`src/rtl/lsu_pkg.sv`:
```
// Shared encodings for the load/store unit: access sizes and the control FSM states.
package lsu_pkg;

  localparam logic [1:0] SZ_BYTE = 2'b00;
  localparam logic [1:0] SZ_HALF = 2'b01;
  localparam logic [1:0] SZ_WORD = 2'b10;
  localparam logic [1:0] SZ_ILL  = 2'b11;

  typedef enum logic {ST_IDLE, ST_RMW} lsu_state_e;

endpackage

```
`src/rtl/lsu_byte_lane.sv`:
```
// Big-endian byte-lane steering: load extraction with sign/zero extension and
// sub-word merge into an existing word for read-modify-write stores.
module lsu_byte_lane
  import lsu_pkg::*;
(
  input  logic [31:0] ext_word,
  input  logic [1:0]  ext_addr,
  input  logic [1:0]  ext_size,
  input  logic        ext_unsigned,
  output logic [31:0] ext_data,
  input  logic [31:0] mrg_old,
  input  logic [31:0] mrg_wdata,
  input  logic [1:0]  mrg_addr,
  input  logic [1:0]  mrg_size,
  output logic [31:0] mrg_data
);

  logic [1:0]  ext_lane;
  logic [1:0]  mrg_lane;
  logic [7:0]  ext_byte;
  logic [15:0] ext_half;

  // Address 0 is the most significant byte, so the bit lane is inverted.
  assign ext_lane = 2'd3 - ext_addr;
  assign mrg_lane = 2'd3 - mrg_addr;
  assign ext_byte = ext_word[{ext_lane, 3'b000} +: 8];
  assign ext_half = ext_addr[1] ? ext_word[15:0] : ext_word[31:16];

  always_comb begin
    ext_data = ext_word;
    case (ext_size)
      SZ_BYTE: ext_data = {{24{~ext_unsigned & ext_byte[7]}}, ext_byte};
      SZ_HALF: ext_data = {{16{~ext_unsigned & ext_half[15]}}, ext_half};
      default: ext_data = ext_word;
    endcase
  end

  always_comb begin
    mrg_data = mrg_old;
    case (mrg_size)
      SZ_BYTE: mrg_data[{mrg_lane, 3'b000} +: 8] = mrg_wdata[7:0];
      SZ_HALF: begin
        if (mrg_addr[1]) mrg_data[15:0]  = mrg_wdata[15:0];
        else             mrg_data[31:16] = mrg_wdata[15:0];
      end
      default: mrg_data = mrg_old;
    endcase
  end

endmodule

```
`src/rtl/load_store_unit.sv`:
```
// Memory-stage load/store unit: one request per handshake, registered response,
// read-modify-write for byte/half stores against a word-only data memory.
module load_store_unit
  import lsu_pkg::*;
#(
  parameter int ADDR_W = 32,
  parameter int DATA_W = 32
) (
  input  logic              clk,
  input  logic              rst_n,
  input  logic              req_valid,
  output logic              req_ready,
  input  logic              req_write,
  input  logic [1:0]        req_size,
  input  logic              req_unsigned,
  input  logic [ADDR_W-1:0] req_addr,
  input  logic [DATA_W-1:0] req_wdata,
  output logic              rsp_valid,
  output logic [DATA_W-1:0] rsp_rdata,
  output logic              rsp_err,
  output logic              stall,
  output logic              dm_MemRead,
  output logic              dm_MemWrite,
  output logic [ADDR_W-1:0] dm_Address,
  output logic [DATA_W-1:0] dm_WriteData,
  input  logic [DATA_W-1:0] dm_ReadData
);

  lsu_state_e        state_q, state_d;
  logic              rsp_valid_q, rsp_valid_d;
  logic [DATA_W-1:0] rsp_rdata_q, rsp_rdata_d;
  logic              rsp_err_q, rsp_err_d;
  logic [ADDR_W-1:0] rmw_addr_q, rmw_addr_d;
  logic [DATA_W-1:0] rmw_old_q, rmw_old_d;
  logic [DATA_W-1:0] rmw_wdata_q, rmw_wdata_d;
  logic [1:0]        rmw_lane_q, rmw_lane_d;
  logic [1:0]        rmw_size_q, rmw_size_d;

  logic              accept;
  logic              req_err;
  logic [ADDR_W-1:0] aligned_addr;
  logic [DATA_W-1:0] ext_data;
  logic [DATA_W-1:0] merged_word;

  assign req_ready    = rst_n && (state_q == ST_IDLE);
  assign accept       = req_valid && req_ready;
  assign stall        = req_valid && !req_ready;
  assign aligned_addr = {req_addr[ADDR_W-1:2], 2'b00};
  assign req_err      = (req_size == SZ_ILL)
                     || ((req_size == SZ_HALF) && req_addr[0])
                     || ((req_size == SZ_WORD) && (req_addr[1:0] != 2'b00));

  lsu_byte_lane u_lane (
    .ext_word     (dm_ReadData),
    .ext_addr     (req_addr[1:0]),
    .ext_size     (req_size),
    .ext_unsigned (req_unsigned),
    .ext_data     (ext_data),
    .mrg_old      (rmw_old_q),
    .mrg_wdata    (rmw_wdata_q),
    .mrg_addr     (rmw_lane_q),
    .mrg_size     (rmw_size_q),
    .mrg_data     (merged_word)
  );

  always_comb begin
    state_d      = state_q;
    rsp_valid_d  = 1'b0;
    rsp_rdata_d  = '0;
    rsp_err_d    = 1'b0;
    rmw_addr_d   = rmw_addr_q;
    rmw_old_d    = rmw_old_q;
    rmw_wdata_d  = rmw_wdata_q;
    rmw_lane_d   = rmw_lane_q;
    rmw_size_d   = rmw_size_q;
    dm_MemRead   = 1'b0;
    dm_MemWrite  = 1'b0;
    dm_Address   = '0;
    dm_WriteData = '0;
    case (state_q)
      ST_IDLE: begin
        if (accept) begin
          if (req_err) begin
            rsp_valid_d = 1'b1;
            rsp_err_d   = 1'b1;
          end else if (!req_write) begin
            dm_MemRead  = 1'b1;
            dm_Address  = aligned_addr;
            rsp_valid_d = 1'b1;
            rsp_rdata_d = ext_data;
          end else if (req_size == SZ_WORD) begin
            dm_MemWrite  = 1'b1;
            dm_Address   = aligned_addr;
            dm_WriteData = req_wdata;
            rsp_valid_d  = 1'b1;
          end else begin
            // Sub-word store: capture the current word now, write the merge next cycle.
            dm_MemRead  = 1'b1;
            dm_Address  = aligned_addr;
            rmw_addr_d  = aligned_addr;
            rmw_old_d   = dm_ReadData;
            rmw_wdata_d = req_wdata;
            rmw_lane_d  = req_addr[1:0];
            rmw_size_d  = req_size;
            state_d     = ST_RMW;
          end
        end
      end
      ST_RMW: begin
        // Gated by rst_n so a reset arriving mid-cycle kills the write before the edge.
        dm_MemWrite  = rst_n;
        dm_Address   = rmw_addr_q;
        dm_WriteData = merged_word;
        rsp_valid_d  = 1'b1;
        state_d      = ST_IDLE;
      end
      default: state_d = ST_IDLE;
    endcase
  end

  always_ff @(posedge clk or negedge rst_n) begin
    if (!rst_n) begin
      state_q     <= ST_IDLE;
      rsp_valid_q <= 1'b0;
      rsp_rdata_q <= '0;
      rsp_err_q   <= 1'b0;
      rmw_addr_q  <= '0;
      rmw_old_q   <= '0;
      rmw_wdata_q <= '0;
      rmw_lane_q  <= '0;
      rmw_size_q  <= '0;
    end else begin
      state_q     <= state_d;
      rsp_valid_q <= rsp_valid_d;
      rsp_rdata_q <= rsp_rdata_d;
      rsp_err_q   <= rsp_err_d;
      rmw_addr_q  <= rmw_addr_d;
      rmw_old_q   <= rmw_old_d;
      rmw_wdata_q <= rmw_wdata_d;
      rmw_lane_q  <= rmw_lane_d;
      rmw_size_q  <= rmw_size_d;
    end
  end

  assign rsp_valid = rsp_valid_q;
  assign rsp_rdata = rsp_rdata_q;
  assign rsp_err   = rsp_err_q;

endmodule

```
`config.mk`:
```
export PLATFORM = sky130hd
export DESIGN_NAME = load_store_unit
export DESIGN_NICKNAME = d
export VERILOG_FILES = /design/src/rtl/lsu_pkg.sv /design/src/rtl/lsu_byte_lane.sv /design/src/rtl/load_store_unit.sv
export SDC_FILE = /design/constraint.sdc
export NUM_CORES = 1
export LEC_CHECK = 0
export BUFFER_PORTS_ARGS = -buffer_cell sky130_fd_sc_hd__buf_2
export CORE_MARGIN = 2
export CORE_UTILIZATION = 51
export CTS_CLUSTER_DIAMETER = 120
export DETAILED_ROUTE_END_ITERATION = 10
export PLACE_DENSITY_LB_ADDON = 0.12
export SKIP_LAST_GASP = 1
export SLEW_MARGIN = 30
export SYNTH_ARGS = -nofsm -noshare
export SYNTH_HDL_FRONTEND = slang
export SYNTH_SLANG_ARGS = --single-unit
```
`constraint.sdc`:
```
create_clock -name clk -period 2.9 [get_ports clk]
set_clock_uncertainty 0.2 [all_clocks]
set_input_delay 0 -clock clk [delete_from_list [all_inputs] [get_ports clk]]
set_output_delay 0 -clock clk [all_outputs]
set_load 0.005 [all_outputs]
```
Word level (Yosys, flattened, before mapping)
Index checks and enable logic that the tools add are counted.

Add/subtract/negate cells: 3. Bitwise operators: 6. Multiplexer cells: 39. Equal/unequal tests: 4. Shift operators: 3. Reductions and logical operators: 12.

Operators with widths (count): $mux W32 (10); $pmux W32 S2 (4); $mux W16 (3); $bwmux W32 (1); $shift A8 B7 Y32 const A (1); $shiftx A32 B6 Y8 (1); $shiftx A8 B7 Y32 (1); $mux W1 (18); $neg A5 Y7 (1); $pmux W1 S2 (3); $logic_and A1 B1 Y1 (5); $reduce_and A5 Y1 (1); $eq A2 B1 Y1 const B (2); $eq A2 B2 Y1 const B (2); $logic_not A2 Y1 (2); $not A1 Y1 (4); $sub A2 B2 Y2 const A (2); $and A1 B1 Y1 (2); $logic_or A1 B1 Y1 (2); $reduce_bool A2 Y1 (1); $logic_not A1 Y1 (1).

Output and inout port bits: 102. Flip-flop bits (word level): 117. Logic and storage cells: 76. Input port bits: 103.

Depth between registers and ports, before layout
Depth after elaboration: 8. Depth in mapped cells: 8. Depth with buffers taken out: 6.

Cells and area by module
From an unflattened synthesis, not the netlist that was laid out.

Cells, all modules: 644. Area, all modules: 7333.3 um^2.

Modules (own cells, without submodules): load_store_unit (area each 5511.5 um^2, instances 1, sequential area each 3328.2 um^2, cells an instance 376); lsu_byte_lane (area each 1821.7 um^2, instances 1, sequential area each 0.0 um^2, cells an instance 268).

Worst setup path before layout
OpenSTA, ideal clock, no wires.

Path type: register -> output. Start point: register rmw_lane_q[1]. End point: output port dm_WriteData[0]. Slack: 0.321 ns. Data required time: 2.700 ns. Stages on the path, launching flop included: 9. Buffers on the path: 2. Arrival time: 2.379 ns. Path through: dfrtp_1 > clkbuf_1 > inv_1 > clkbuf_1 > ha_1 > nand4b_1 > nor3_1 > a222oi_1 > o21ai_0.

Word-level cells in the longest chain between the ends: 6. Elaborated cells on any way between the ends: 8. Classes of those cells: add/sub: 2; shift: 2; mux: 4.

Ends and longest elaborated chain: from (decl) (RTL line load_store_unit.sv:36) `logic [1:0] rmw_lane_q, rmw_lane_d;`; from (signal assigned) (RTL line load_store_unit.sv:140) `rmw_lane_q <= rmw_lane_d;`; $sub A2 B2 Y2 (RTL line lsu_byte_lane.sv:25) `assign mrg_lane = 2'd3 - mrg_addr;`; $neg A5 Y7 (RTL line lsu_byte_lane.sv:41) `SZ_BYTE: mrg_data[{mrg_lane, 3'b000} +: 8] = mrg_wdata[7:0];`; $shiftx A8 B7 Y32 / $shift A8 B7 Y32 (equally long branches) (RTL line lsu_byte_lane.sv:41); $bwmux W32 (RTL line lsu_byte_lane.sv:41); $pmux W32 S2 * (RTL line lsu_byte_lane.sv:40) `case (mrg_size)`; $pmux W32 S2 * (RTL line load_store_unit.sv:80) `case (state_q)`; to (decl) (RTL line load_store_unit.sv:25) `output logic [DATA_W-1:0] dm_WriteData,`.

Mark *: on every way between the ends. The rest lies on a longest branch, timed or not.

Worst setup path after layout
Start point: register state_q. End point: output port dm_WriteData[21].

Word-level cells in the longest chain between the ends: 5.

Ends and longest elaborated chain: from (decl) (RTL line load_store_unit.sv:29) `lsu_state_e state_q, state_d;`; from (signal assigned) (RTL line load_store_unit.sv:133) `state_q <= state_d;`; $not A1 Y1; $logic_and A1 B1 Y1 (RTL line load_store_unit.sv:45) `assign req_ready = rst_n && (state_q == ST_IDLE);`; $logic_and A1 B1 Y1 (RTL line load_store_unit.sv:46) `assign accept = req_valid && req_ready;`; $mux W32 (RTL line load_store_unit.sv:82) `if (accept) begin`; $pmux W32 S2 * (RTL line load_store_unit.sv:80).

Marks and branches as above.

==> flow_summary.yaml <==
job:
  max_cap_violations: 0
routing:
  wl_met3_mm: 1.621
  vias: 6125
  vias_per_cell: 6.070
  routedWlPerCell_microns: 20.65
  highest_layer: "met4"
  drc: 0
  routed_wl_mm: 20.84
  wl_met2_mm: 10.56
  drt_first_pass_iters: 6
  drtIter0Drc: 627
  ant_nets: 0
  drt-met1-wl_mm: 8.075
layout:
  n_fill_cell: 853
  diodes: 0
  seq_area_sq_mm: 0.002929
  post-route-cell-area_sq_mm: 0.008835
  final_layout_size_suffix_gt1_share_pct: 39.79
  multi_input_area_sq_mm: 0.003100
  num-nets-final: 960
  final_util_pct: 73.55
  area_growth_pct: 41.11
sta:
  tightest_slew_ns: 0.8472
  setup_viol: 0
  rsz0062_at_grt: "no"
  max_slew_margin_pct: 43.52
  hold_viol_final: 0
  slew_viol_final: 0
  tns_ns: 0
  finalCritPeriodShare_pct: 93.29
  period_needed_ns: 2.705
  fmaxAchievable_mhz: 369.6
die:
  ios: 205
  die_x_microns: 114.8
  die_area_sq_mm: 0.01318
  initial_core_util_pct: 52.13
  fp.dieH_microns: 114.8
  core_area_sq_mm: 0.01201
  num_rows: 40
clock_tree:
  cts_tree: "built"
  clkLatencyLatePin_ns: 0.41
  cts_max_level: 4
  cts_buffers: 17
  cts_setup_buffers: 0
  path_clk_slew_ns: 0.05
  clock_path_buffers: 2
  numClockSinks: 117
  cts-root-buf: "clkbuf_16"
setup_path:
  cp-end-kind: "output port"
  cpMostUsedCell: "buf_4"
  worstPathRequired_ns: 2.70
  start_kind: "register"
  path_cells: "buf_4, nand3b_1, nor4_4, buf_4, a221o_1, buf_2"
  worstPathArrival_ns: 2.51
  crit_path_max_fanout: 33
  slowest_stage: "nand3b_1"
  criticalPathCategory: "reg2out"
  critical_path.max_stage_delay_ns: 0.38
grt:
  gr-total-overflow: 0
  antenna_found_initial: 0
  grt_max_degree: 68
  grt_pass1_vias: 5885
  grt_pass1_wl_mm: 31.36
  gr-usage-all-layers_pct: 31.22
hold_path:
  holdCritPathClass: "in2reg"
run_status:
  status: "finished, final reports clean"
logic_synthesis:
  avgSynthCellArea_sq_um: 11.08
  synth_most_common_cell: "dfrtp_1"
  async_flop_share_pct: 100.0
  synth_area_sq_mm: 0.006261
  synth_enable_flop_cells: 0
  ys_warn_count: 0
  ys_ff_latch: 117
  syn_inst: 565
  seq_area_frac_synth_pct: 46.76
  yosys-top-cells-count: "117 x dfrtp_1, 80 x mux2_2, 47 x a22o_1"
  yosysTopAreaCell: "dfrtp_1"
  synthFlopType: "dfrtp_1"
  yosysUniqueCellTypes: 45
  synth_top_cell_area_share_pct: 46.76
  synth_top_cells_by_area: "dfrtp_1 47%, mux2_2 14%, a22o_1 6.6%"
pwr:
  vdd_drop_max_v: 0.0004339
  leakage_nw: 4.264
  p_per_area_mw_per_mm2: 589.3
  total_power_mw: 5.206
placement:
  gp_congestion: 0.9193
  dpl.hpwl_mm: 13.88
  numPortBuffers: 202
  placed_cell_area_sq_mm: 0.007358
where the power goes:
group          internal, mW  total [mW]  leakage (nW)  switching, mW
combinational         0.635        1.22          2.55          0.587
sequential             1.92        2.21          1.48          0.295
clock                  1.09        1.77         0.242          0.683
final timing paths:
path,startpoint,endpoint,slack (ns),cells after the start
setup / recovery,state_q,dm_WriteData[21],0.19,6
hold / removal,req_addr[1],rmw_lane_q[1],0.06,2
setup reg to reg,state_q,rsp_rdata[20],0.47,5
hold reg to reg,rmw_addr_q[26],rmw_addr_q[26],0.31,1
max in group asynchronous,rst_n,rmw_lane_q[1],1.64,3
min in group asynchronous,rst_n,rmw_old_q[29],0.09,3
per-layer routing:
layer | vias up | global-route usage (%)
li1 | 2742 | -
met1 | 3016 | 39.45
met2 | 317 | 53.06
met3 | 50 | 6.642
met4 | 0 | 11.89
met5 | - | 0
state kept, by name (all words and copies together), names as in the netlist:
signal / cells
rmw_addr_q: 30
rmw_lane_q: 2
rmw_old_q: 32
rmw_size_q: 2
rmw_wdata_q: 16
rsp_err: 1
rsp_rdata: 32
rsp_valid: 1
state_q: 1
logic make-up after synthesis:
group | share of synthesized area (%)
compound gates | 23.60
flops | 46.76
simple gates | 7.894
mux | 16.31
buf+inv | 4.376
fa+ha+maj | 0.9992
other cells | 0.05989
per-stage QoR:
| step | hold slack (ns) | setup WS [ns] | cells |
|---|---|---|---|
| final | 0.05865 | 0.1945 | 1009 |
| after floorplan | -0.4956 | 0.3211 | 566 |
| after detailed placement | -0.2694 | 0.2903 | 883 |
| after global routing | 0.06785 | 0.01695 | 1009 |
| after CTS | 0.04457 | 0.1041 | 1009 |
| after global placement | -0.2659 | 0.3314 | 883 |
cell type report:
cell class | count | area share, %
multi-input combinational | 394 | 35.09
sequential | 117 | 33.15
timing repair buffer | 313 | 23.74
clock buffer | 23 | 5.183
tap | 147 | 2.082
inverter | 9 | 0.3824
clock inverter | 6 | 0.3682
repair_timing:
item | in CTS | in global routing
setup endpoints to repair | 15 | 9
hold buffers | 97 | 0
gates resized for setup | 2 | 2
endpoints found under the hold margin | 234 | 0
critical path: cells and delay by family (launching register included):
| family | cells | cell delay [ns] |
|---|---|---|
| compound gates | 1 | 0.24 |
| buf+inv | 3 | 0.75 |
| flops | 1 | 0.37 |
| simple gates | 2 | 0.70 |
layout by cell type (no fill, tap or decap), drive strengths merged, types with 3 or more instances in the layout:
cell type	synthesis	final
o21ai	27	27
dlygate4sd3	0	96
nor2b	7	7
dfrtp	117	117
a22oi	8	8
inv	9	9
a222oi	8	8
buf	28	217
nand2	44	44
a22o	47	47
o221ai	7	7
nor2	30	30
nand3b	3	3
o22ai	9	9
mux2i	12	12
a32oi	15	15
mux2	80	80
o31ai	6	6
a221o	15	15
clkinv	0	5
a21oi	30	30
nand2b	6	6
o221a	8	8
ha	5	5
clkbuf	18	23
nor3	4	4
(Power assumes the default switching activity.)
